`src/rtl/safe_mac_sequencer.sv`:
```
// Dot-product sequencer around one saturating Qm.n multiplier and one saturating adder.
// Optional sticky saturation flag on sat_o when SAFE_MAC_SAT_FLAG_EN is defined.
module safe_mac_sequencer #(
    parameter int WORD_SIZE = 16,
    parameter int N_SIZE    = 14,
    parameter int M_SIZE    = WORD_SIZE - N_SIZE,
    parameter int LENGTH    = 8
) (
    input  logic                 clk_i,
    input  logic                 reset_n_i,
    input  logic                 valid_i,
    output logic                 ready_o,
    input  logic [WORD_SIZE-1:0] a_i,
    input  logic [WORD_SIZE-1:0] b_i,
    input  logic [WORD_SIZE-1:0] bias_i,
    output logic                 valid_o,
    input  logic                 ready_i,
    output logic [WORD_SIZE-1:0] data_o
`ifdef SAFE_MAC_SAT_FLAG_EN
    ,
    output logic                 sat_o
`endif
);

    // Handshake: a pair is taken when valid_i & ready_o at a rising edge; a result
    // leaves when valid_o & ready_i at a rising edge. Both outputs are registered.
    localparam int CW      = $clog2(LENGTH + 1);
    localparam int PW      = 2 * WORD_SIZE;
    localparam int TOP_LSB = N_SIZE + M_SIZE - 1;

    localparam logic [WORD_SIZE-1:0] MAX_V = {1'b0, {(WORD_SIZE-1){1'b1}}};
    localparam logic [WORD_SIZE-1:0] MIN_V = {1'b1, {(WORD_SIZE-1){1'b0}}};

    typedef enum logic [1:0] {S_LOAD, S_DRAIN, S_DONE} state_t;

    state_t                 state;
    logic [CW-1:0]          cnt;
    logic [WORD_SIZE-1:0]   acc_r;
    logic [WORD_SIZE-1:0]   prod_r;
    logic                   prod_v_r;

    logic signed [PW-1:0]   a_x, b_x, p, q;
    logic [WORD_SIZE:0]     s;
    logic                   mult_sat, add_sat;
    logic [WORD_SIZE-1:0]   mult_res, add_res;
    logic                   accept;

    assign accept = valid_i & ready_o;

    always_comb begin
        a_x = PW'($signed(a_i));
        b_x = PW'($signed(b_i));
        p   = a_x * b_x;
        // q holds the product aligned to Qm.n; every bit above the result sign must match it
        q   = p >>> N_SIZE;
        mult_sat = !((&q[PW-1:TOP_LSB]) || !(|q[PW-1:TOP_LSB]));
        mult_res = mult_sat ? (q[PW-1] ? MIN_V : MAX_V) : q[WORD_SIZE-1:0];

        s       = {acc_r[WORD_SIZE-1], acc_r} + {prod_r[WORD_SIZE-1], prod_r};
        add_sat = s[WORD_SIZE] ^ s[WORD_SIZE-1];
        add_res = add_sat ? (s[WORD_SIZE] ? MIN_V : MAX_V) : s[WORD_SIZE-1:0];
    end

    always_ff @(posedge clk_i or negedge reset_n_i) begin
        if (!reset_n_i) begin
            state    <= S_LOAD;
            cnt      <= '0;
            acc_r    <= '0;
            prod_r   <= '0;
            prod_v_r <= 1'b0;
            ready_o  <= 1'b1;
            valid_o  <= 1'b0;
            data_o   <= '0;
`ifdef SAFE_MAC_SAT_FLAG_EN
            sat_o    <= 1'b0;
`endif
        end else begin
            case (state)
                S_LOAD: begin
                    if (accept) begin
                        cnt      <= cnt + 1'b1;
                        prod_r   <= mult_res;
                        prod_v_r <= 1'b1;
                        if (cnt == '0) acc_r <= bias_i;
                        else if (prod_v_r) acc_r <= add_res;
`ifdef SAFE_MAC_SAT_FLAG_EN
                        if (cnt == '0) sat_o <= mult_sat;
                        else sat_o <= sat_o | mult_sat | (prod_v_r & add_sat);
`endif
                        if (cnt == CW'(LENGTH - 1)) begin
                            state   <= S_DRAIN;
                            ready_o <= 1'b0;
                        end
                    end else begin
                        // a gap still retires the product registered on the previous accept
                        prod_v_r <= 1'b0;
                        if (prod_v_r) acc_r <= add_res;
`ifdef SAFE_MAC_SAT_FLAG_EN
                        if (prod_v_r) sat_o <= sat_o | add_sat;
`endif
                    end
                end
                S_DRAIN: begin
                    acc_r    <= add_res;
                    data_o   <= add_res;
                    prod_v_r <= 1'b0;
                    valid_o  <= 1'b1;
                    state    <= S_DONE;
`ifdef SAFE_MAC_SAT_FLAG_EN
                    sat_o    <= sat_o | add_sat;
`endif
                end
                S_DONE: begin
                    if (ready_i) begin
                        cnt     <= '0;
                        acc_r   <= '0;
                        data_o  <= '0;
                        valid_o <= 1'b0;
                        ready_o <= 1'b1;
                        state   <= S_LOAD;
                    end
                end
                default: begin
                    state   <= S_LOAD;
                    ready_o <= 1'b1;
                    valid_o <= 1'b0;
                end
            endcase
        end
    end

endmodule

```
`config.mk`:
```
export PLATFORM = sky130hd
export DESIGN_NAME = safe_mac_sequencer
export DESIGN_NICKNAME = d
export VERILOG_FILES = /design/src/rtl/safe_mac_sequencer.sv
export SDC_FILE = /design/constraint.sdc
export NUM_CORES = 1
export LEC_CHECK = 0
export BUFFER_PORTS_ARGS = -buffer_cell sky130_fd_sc_hd__buf_2
export CAP_MARGIN = 20
export CORE_UTILIZATION = 30
export DETAILED_ROUTE_END_ITERATION = 8
export HOLD_SLACK_MARGIN = 0.05
export SYNTH_ARGS = -nofsm -noshare
export SYNTH_HDL_FRONTEND = slang
export SYNTH_SLANG_ARGS = --single-unit
export TNS_END_PERCENT = 10
```
`constraint.sdc`:
```
create_clock -name clk_i -period 3.4 [get_ports clk_i]
set_input_delay 0 -clock clk_i [delete_from_list [all_inputs] [get_ports clk_i]]
set_output_delay 0 -clock clk_i [all_outputs]
set_load 0.02 [all_outputs]
```
==> impl_metrics.py <==
metrics = {
    "outcome": {
        "outcome": "finished with violations",
        "violations": "setup timing",
    },
    "global_routing": {
        "grt_pass1_wl_microns": 53500,
        "grt_pass1_vias": 10712,
        "grt_use_total_pct": 14.9,
        "antenna_found_initial": 1,
        "gr-usage-met3_pct": 0.922,
        "globalRouteOverflowTotal": 0,
        "grt_max_degree": 33,
        "grt.busiest_layer": "met2",
        "met2_usage_pct": 26.5,
        "use_met1_pct": 20.1,
    },
    "routing": {
        "final_antenna_net_count": 0,
        "firstDrtPassIters": 5,
        "routedWlPerCell_microns": 14.5,
        "vias_per_cell": 4.59,
        "drt_iter0_drc": 465,
        "vias": 10305,
        "drt_wl_total_microns": 32500,
        "drcViolationCount": 0,
    },
    "synthesis": {
        "synth_compound_area_share_pct": 10.2,
        "synth_warnings": 0,
        "synth_top_family_by_area": "adder cells",
        "synth_cell_types": 60,
        "synth_edf_count": 0,
        "synth_fa_ha_area_share_pct": 49.7,
        "synth_ff_type": "dfrtp_1",
        "synth_nets": 1845,
        "ys_seq_area_share_pct": 10.9,
        "ys_seq_elements": 57,
        "synthXorXnorAreaFrac_pct": 3.01,
        "syn_avg_cell_area_sq_um": 9.15,
        "mappedNetlistArea_sq_mm": 0.0131,
        "synth-simple-area-share_pct": 15.8,
        "async_reset_ff_share_pct": 100,
        "muxShareOfSynthArea_pct": 0.0860,
        "synth_cells": 1430,
    },
    "clocking": {
        "root_buffer": "clkbuf_16",
        "insertion_delay_ps": 320,
        "clock_sinks": 57,
        "h-tree-depth": 3,
        "cts_made_buffers": 9,
        "cts_buffer_depth": 2,
        "cts.reportedPaths.clkPinSlew_ps": 50,
        "cts_tree": "built",
    },
    "cells_and_area": {
        "fin_area_sq_mm": 0.0162,
        "final_cell_mix": "inv_1, fa_1, nand2_1",
        "drive_gt1_share_pct": 20.4,
        "layout_commonest_cell": "inv_1",
        "nets": 2070,
        "instances_no_fill": 2245,
        "area_delta_synth_final_pct": 23.7,
    },
    "sta": {
        "tightestPinTransition_ps": 1030,
        "worst_clock_skew_ps": 8.53,
        "fmax_mhz": 185,
        "rsz0062_at_grt": "yes",
        "fin_ws_ps": -2010,
        "fin_crit_sh_pct": 159,
        "slew_headroom_pct": 30.9,
        "drv_slew": 0,
        "finalHoldViolCount": 0,
        "setup_violations": 16,
        "period_minus_slack_ps": 5410,
    },
    "min_path": {
        "hp-class": "in2reg",
        "whs_path_depth": 4,
    },
    "worst_setup_path": {
        "cp-start-kind": "primary input",
        "worstPathMaxFanout": 10,
        "ff2ff_path_depth": 12,
        "path_class": "in2reg",
        "r2r_setup_slack_ps": 190,
        "crit_end": "prod_r[11]$_DFFE_PN0P_",
        "critPathArrivalTime_ps": 5600,
        "cp.required_ps": 3590,
        "cp_slowest_stage_delay_ps": 590,
        "slowest_stage": "fa_2",
        "startpoint": "b_i[3]",
        "cp_cell_sequence": "buf_6, and2_4, fa_2, inv_2, fa_2, clkinv_4, fa_1, fa_1, fa_1, inv_1, fa_1, inv_2, ha_4, a21o_1, a21o_1, a21oi_2, o21ai_1, a221o_1, a21oi_4, xnor2_4, a31oi_4, clkbuf_16, o211ai_2",
        "timing.rr.start": "prod_r[0]$_DFFE_PN0P_",
        "critPathCaptureType": "register",
        "r2r-end": "acc_r[13]$_DFFE_PN0P_",
        "cp_common_cell": "fa_1",
    },
    "placement": {
        "place.gp.congestion": 0.845,
        "post-place-cells": 2202,
        "hpwl_microns": 27700,
        "port_buffers": 69,
        "dpl_cell_area_sq_mm": 0.0153,
    },
    "die": {
        "row_count": 76,
        "die_width_microns": 211,
        "die_area_sq_mm": 0.0445,
        "ios": 70,
        "die-height_microns": 211,
        "coreArea_sq_mm": 0.0431,
        "initial_core_util_pct": 30.4,
    },
    "flow_run": {
        "drv_cap": 0,
    },
}
==> cells by family (layout without fill, tap and decap cells) <==
family / after synthesis / in the layout
AND/OR/NAND/NOR: 426 / 426
adder cells (fa/ha/maj): 363 / 363
buffers and inverters: 349 / 577
AO/OA/AOI/OAI: 189 / 190
flip-flops: 57 / 57
XOR/XNOR: 45 / 45
multiplexers: 1 / 1
other: 0 / 1
==> stage by stage <==
stage	hold WS [ps]	util (%)	setup TNS [ps]	worst slack, ps
finish	101	37.6	-31560	-2010
global route	130	37.6	-34860	-2220
CTS	88.3	36.8	-31880	-2020
detailed placement	46.6	35.6	-41300	-2630
global placement	37.0	35.6	-39920	-2510
floorplan	-296	-	-32980	-2110
==> what timing repair did <==
item / in CTS / in global routing
endpoints found under the setup margin: 16 / 33
gates resized for setup: 25 / 70
hold endpoints to repair: 35 / 0
hold buffers: 12 / 0
pin swaps: 15 / 27
gates cloned: 1 / 1
buffers inserted: 1 / 11
==> layer usage <==
metal	routed length, microns	up-vias
li1	-	4865
met1	14300	5242
met2	17000	165
met3	791	33
met4	446	0
met5	0	-
==> synthesized netlist by cell type (4+ instances only) <==
library cell	n	area share, %
nor3_1	8	0.31
o21a_1	6	0.34
a21oi_1	34	1.3
xor2_1	9	0.60
o31ai_1	5	0.29
a21o_1	22	1.3
a21oi_2	6	0.40
and3_1	8	0.38
clkbuf_1	41	1.2
a211o_2	4	0.31
ha_1	101	9.7
nand3_1	14	0.54
inv_1	301	8.6
nor2b_1	4	0.19
a22oi_1	15	0.86
dfrtp_1	56	11
o21bai_1	7	0.40
o221ai_1	11	0.74
nand2_1	199	5.7
o21ai_0	36	1.4
o211ai_1	24	1.4
xnor2_1	36	2.4
nor2_1	48	1.4
nand2b_1	9	0.43
fa_1	262	40
and2_1	112	5.4
==> flip-flops by register name, summed over array words and instances, names as in the netlist <==
register and cells:
valid_o 1, prod_r 16, acc_r 16, data_o 16, prod_v_r 1, cnt 4
state 2, ready_o 1
==> worst max-delay path: cells and delay by family <==
| kind | cells | cell delay [ps] |
|---|---|---|
| buffers and inverters | 6 | 560 |
| AND/OR/NAND/NOR | 1 | 160 |
| XOR/XNOR | 1 | 120 |
| adder cells (fa/ha/maj) | 7 | 3350 |
| AO/OA/AOI/OAI | 8 | 1400 |
==> layout make-up <==
cell class | instances | area [sq um]
fill | 4324 | 26900
clock buffer | 13 | 270
sequential | 57 | 1430
timing repair buffer | 261 | 2050
clock inverter | 2 | 12.5
inverter | 301 | 1140
tap | 585 | 732
multi-input combinational | 1025 | 10600
antenna | 1 | 2.50
==> how the worst min path moves through the flow <==
stage / to / from
2_1_floorplan: acc_r[0]$_DFFE_PN0P_ / reset_n_i
3_3_place_gp: valid_o$_DFFE_PN0P_ / reset_n_i
3_5_place_dp: valid_o$_DFFE_PN0P_ / reset_n_i
4_1_cts: acc_r[14]$_DFFE_PN0P_ / bias_i[14]
5_1_grt: acc_r[4]$_DFFE_PN0P_ / bias_i[4]
6_report: acc_r[14]$_DFFE_PN0P_ / bias_i[14]
Power is not shown: default switching activity piles up to over one toggle a cycle in this logic, so the estimate is an artifact.
